**src/rtl/inv_deglitch_bank_pkg.sv**
```systemverilog
// Shared defaults for the deglitching inverter bank.
package inv_pkg;

  localparam int unsigned INV_WIDTH_DEF  = 4;
  localparam int unsigned INV_FILT_W_DEF = 4;

  // Largest threshold the default counter width can express.
  localparam int unsigned INV_THR_MAX_DEF = (1 << INV_FILT_W_DEF) - 1;

  function automatic int unsigned inv_thr_max(input int unsigned filt_w);
    return (1 << filt_w) - 1;
  endfunction

endpackage

```
**src/rtl/inv_deglitch_ch.sv**
```systemverilog
// One channel: two-flop synchroniser, counting deglitch filter, change pulse
// and selectable output inversion.
module inv_deglitch_ch
  import inv_pkg::*;
#(
  parameter int unsigned FILT_W  = INV_FILT_W_DEF,
  parameter logic        RST_VAL = 1'b0
) (
  input  logic              clk,
  input  logic              rst_n,
  input  logic              i,
  input  logic              inv_en,
  input  logic [FILT_W-1:0] thr,
  output logic              o,
  output logic              chg
);

  logic              s1;
  logic              s2;
  logic              f;
  logic [FILT_W-1:0] cnt;

  // cnt only advances while below thr, so it can never wrap.
  always_ff @(posedge clk or negedge rst_n) begin
    if (!rst_n) begin
      s1  <= RST_VAL;
      s2  <= RST_VAL;
      f   <= RST_VAL;
      cnt <= '0;
      chg <= 1'b0;
    end else begin
      s1  <= i;
      s2  <= s1;
      chg <= 1'b0;
      if (s2 == f) begin
        cnt <= '0;
      end else if (cnt >= thr) begin
        f   <= s2;
        cnt <= '0;
        chg <= 1'b1;
      end else begin
        cnt <= cnt + 1'b1;
      end
    end
  end

  assign o = f ^ inv_en;

endmodule

```
**src/rtl/inv_deglitch_bank.sv**
```systemverilog
// Multi-channel synchronised, deglitched inverter/buffer bank.
module inv_deglitch_bank
  import inv_pkg::*;
#(
  parameter int unsigned WIDTH   = INV_WIDTH_DEF,
  parameter int unsigned FILT_W  = INV_FILT_W_DEF,
  parameter logic        RST_VAL = 1'b0
) (
  input  logic              CELCLK,
  input  logic              CELRSTN,
  input  logic              CELV,
  input  logic              CELG,
  input  logic              SUB,
  input  logic [WIDTH-1:0]  i,
  input  logic [WIDTH-1:0]  inv_en,
  input  logic [FILT_W-1:0] thr,
  output logic [WIDTH-1:0]  o,
  output logic [WIDTH-1:0]  chg
);

  // Supply and substrate pins carry no logic function.
  logic unused_pins;
  assign unused_pins = ^{CELV, CELG, SUB};

  for (genvar n = 0; n < WIDTH; n++) begin : g_ch
    inv_deglitch_ch #(
      .FILT_W  (FILT_W),
      .RST_VAL (RST_VAL)
    ) u_ch (
      .clk    (CELCLK),
      .rst_n  (CELRSTN),
      .i      (i[n]),
      .inv_en (inv_en[n]),
      .thr    (thr),
      .o      (o[n]),
      .chg    (chg[n])
    );
  end

endmodule

```
**config.mk**
```make
export PLATFORM = sky130hd
export DESIGN_NAME = inv_deglitch_bank
export DESIGN_NICKNAME = d
export VERILOG_FILES = /design/src/rtl/inv_deglitch_bank_pkg.sv /design/src/rtl/inv_deglitch_ch.sv /design/src/rtl/inv_deglitch_bank.sv
export SDC_FILE = /design/constraint.sdc
export NUM_CORES = 1
export LEC_CHECK = 0
export ABC_CLOCK_PERIOD_IN_PS = 1700
export BUFFER_PORTS_ARGS = -buffer_cell sky130_fd_sc_hd__buf_2
export CORE_MARGIN = 2
export CORE_UTILIZATION = 53
export CTS_BUF_LIST = sky130_fd_sc_hd__clkbuf_4 sky130_fd_sc_hd__clkbuf_8
export DETAILED_ROUTE_END_ITERATION = 8
export HOLD_SLACK_MARGIN = 0.03
export PLACE_DENSITY = 0.78
export SYNTH_ARGS = -nofsm -noshare
export SYNTH_HDL_FRONTEND = slang
export SYNTH_SLANG_ARGS = --single-unit
```
**constraint.sdc**
```tcl
create_clock -name CELCLK -period 1.7 [get_ports CELCLK]
set_clock_uncertainty 0.1 [all_clocks]
set_input_delay 0.17 -clock CELCLK [delete_from_list [all_inputs] [get_ports CELCLK]]
set_output_delay 0.17 -clock CELCLK [all_outputs]
set_load 0.005 [all_outputs]
```
==> impl_metrics.ini <==
[run_status]
status = finished, violations left
failed_checks = setup timing

[grt]
grt_pass1_wl_mm = 4.616
grt-ovfl-total = 0
grt_start_max_net_pins = 33
grt_pass1_vias = 1111
track_usage_pct = 17.97
antenna_found_initial = 0

[clocking]
htreeDepth = 2
clk_latency_ns = 0.34
path_clk_slew_ns = 0.10
cts_root_buf = clkbuf_4
cts_buffer_depth = 2
cts_tree = built
clock-sinks = 32
cts_buffers = 5

[timing]
rsz0062_at_grt = true
fmax_mhz = 573.0
slew_viol_final = 0
hold_viol_final = 0
min_period_ns = 1.745
relSlewSlack_pct = 52.93
post-route-period-util_pct = 102.7
setup_viol = 4
fin_ws_ns = -0.04523
tightest_slew_ns = 0.7060

[route]
routed_wl_mm = 2.842
num_vias = 1080
viasPerCell = 4.865
wl_per_cell_um = 12.80
ant_nets = 0
drc = 0
drt-initial-drc-count = 25
drt_pass1_iterations = 4

[pwr]
p_per_area_nw_per_um2 = 1370
p_leak_uw = 0.001049
peakVddDrop_uv = 598.0

[floorplan]
core-area_um2 = 3053
pin_count = 25
die_x_um = 60.69
design.die.area_um2 = 3683
rows = 20
fp.dieH_um = 60.69
initial_core_util_pct = 55.78

[logic_synthesis]
syn-num-nets = 176
post-synth-top-area-cell = dfrtp_1
synth_cell_type_count = 14
synth-seq-cells = 32
synth.area.top_cells = dfrtp_1, ha_1, a2111oi_4
synth.most_common_cell = dfrtp_1
synthDominantCellAreaShare_pct = 47.02
synthCells = 139
synth_edf_count = 0
syn_area_per_cell_um2 = 12.25
seq_area_frac_synth_pct = 47.02
synth_ff_type = dfrtp_1
yosys-top-cells-count = dfrtp_1, nor2_1, ha_1
synth_warnings = 0
ys_async_sr_fraction_pct = 100.0
syn_area_um2 = 1703

[worst_setup_path]
cp_slowest_cell = dfrtp_1
crit_path_start_kind = flip-flop
worst-endpoint-arrival_ns = 1.88
cpPeakStageDelay_ns = 0.36
worstPathCellList = inv_1, ha_1, nand2b_4, a2111oi_4, nor2_2, mux2_4
critPathCaptureType = flip-flop
path_buf_inv = 1
crit_type = flip-flop to flip-flop
cp_data_required_time_ns = 1.83
critPathMaxFanout = 2
cp_top_family = flip-flops

[place]
placed_area_um2 = 1863
io_buffers = 21
hpwl_mm = 2.035
place_ws_ns = -0.08698
gp_congestion = 0.7576

[cells_and_area]
nNetsFinal = 214
area_growth_pct = 20.65
fillers = 236
drive_above_1_share_pct = 34.83
design_area_um2 = 2054
n_antenna_cell = 0

[flow_run]
cap_viol_max_count = 0

[min_path]
hp-class = flip-flop to flip-flop
## cell usage in the layout, fill, tap and decap left out
cell type      netlist  final
dfrtp_1             32     32
buf_2                0     21
ha_1                20     20
nor2_1              24     18
buf_4                8     13
xor2_1              12     12
inv_1               11     11
clkbuf_4             0      7
nor2_2               0      6
dlygate4sd3_1        0      5
nand2b_4             4      4
a2111oi_4            4      4
o21a_1               4      4
xnor2_1              4      4
and2_1               4      4
nand3_1              4      4
mux2_4               4      4
o21ai_4              0      2
o21ai_1              4      2
clkbuf_8             0      1
## metrics by stage
step / total power, uW / instances / TNS (ns) / util [%] / hold WS, ns
floorplan: 1921 / 139 / -0.01005 / - / -0.2256
global placement: 2095 / 204 / -0.09010 / 61.02 / 0.1456
detailed placement: 2169 / 204 / -0.2741 / 61.02 / 0.1638
CTS: 2713 / 218 / -0.2048 / 65.25 / 0.2628
global route: 3014 / 222 / -0.8800 / 67.30 / 0.2679
finish: 2815 / 222 / -0.1351 / 67.30 / 0.2579
## kinds of logic after synthesis
kind of cell	after synthesis	synth area share, %
flops	32	47.02
xor+xnor	16	8.229
buf+inv	19	5.952
compound gates	12	9.405
fa+ha+maj	20	14.70
mux	4	3.527
simple gates	36	11.17
## sequential cells by signal, indices dropped and copies added (netlist names)
register	count
g_ch.u_ch.cnt	16
g_ch.u_ch.f	4
g_ch.u_ch.s2	4
g_ch.u_ch.chg	4
g_ch.u_ch.s1	4
## final timing paths
kind | to | startpoint | slack, ns | cells after the start
worst max-delay path | g_ch[3].u_ch.f | g_ch[3].u_ch.cnt[0] | -0.05 | 6
worst min-delay path | g_ch[2].u_ch.s2 | g_ch[2].u_ch.s1 | 0.26 | 0
worst max register to register | g_ch[3].u_ch.f | g_ch[3].u_ch.cnt[0] | -0.05 | 6
worst min register to register | g_ch[2].u_ch.s2 | g_ch[2].u_ch.s1 | 0.26 | 0
max in group asynchronous | g_ch[1].u_ch.cnt[2] | CELRSTN | 0.74 | 2
min in group asynchronous | g_ch[3].u_ch.cnt[1] | CELRSTN | 0.30 | 2
## routing by layer
| layer | up-vias | share of wire (%) | track usage [%] |
|---|---|---|---|
| li1 | 526 | - | - |
| met1 | 529 | 38 | 17.37 |
| met2 | 18 | 55 | 32.26 |
| met3 | 7 | 3.9 | 7.036 |
| met4 | 0 | 2.3 | 10.25 |
| met5 | - | 0 | 0 |
## power breakdown
group          internal (uW)  switching [uW]
logic                    713             563
registers                929             124
clock network            236             251
## layout make-up
class	instances	area, um2	share of cell area (%)
Multi-Input combinational cell	88	838.3	40.80
Clock buffer	8	66.31	3.228
Inverter	11	41.29	2.010
Tap cell	44	55.05	2.680
Sequential cell	32	800.8	38.98
Timing Repair Buffer	39	252.7	12.30
## what timing repair did
action | in CTS | in global routing
endpoints found under the setup margin | 4 | 13
hold buffers | 5 | 0
resized for setup | 2 | 8
pin swaps | 1 | 6
endpoints found under the hold margin | 36 | 0
setup buffers | 1 | 4
(Power assumes the default switching activity.)
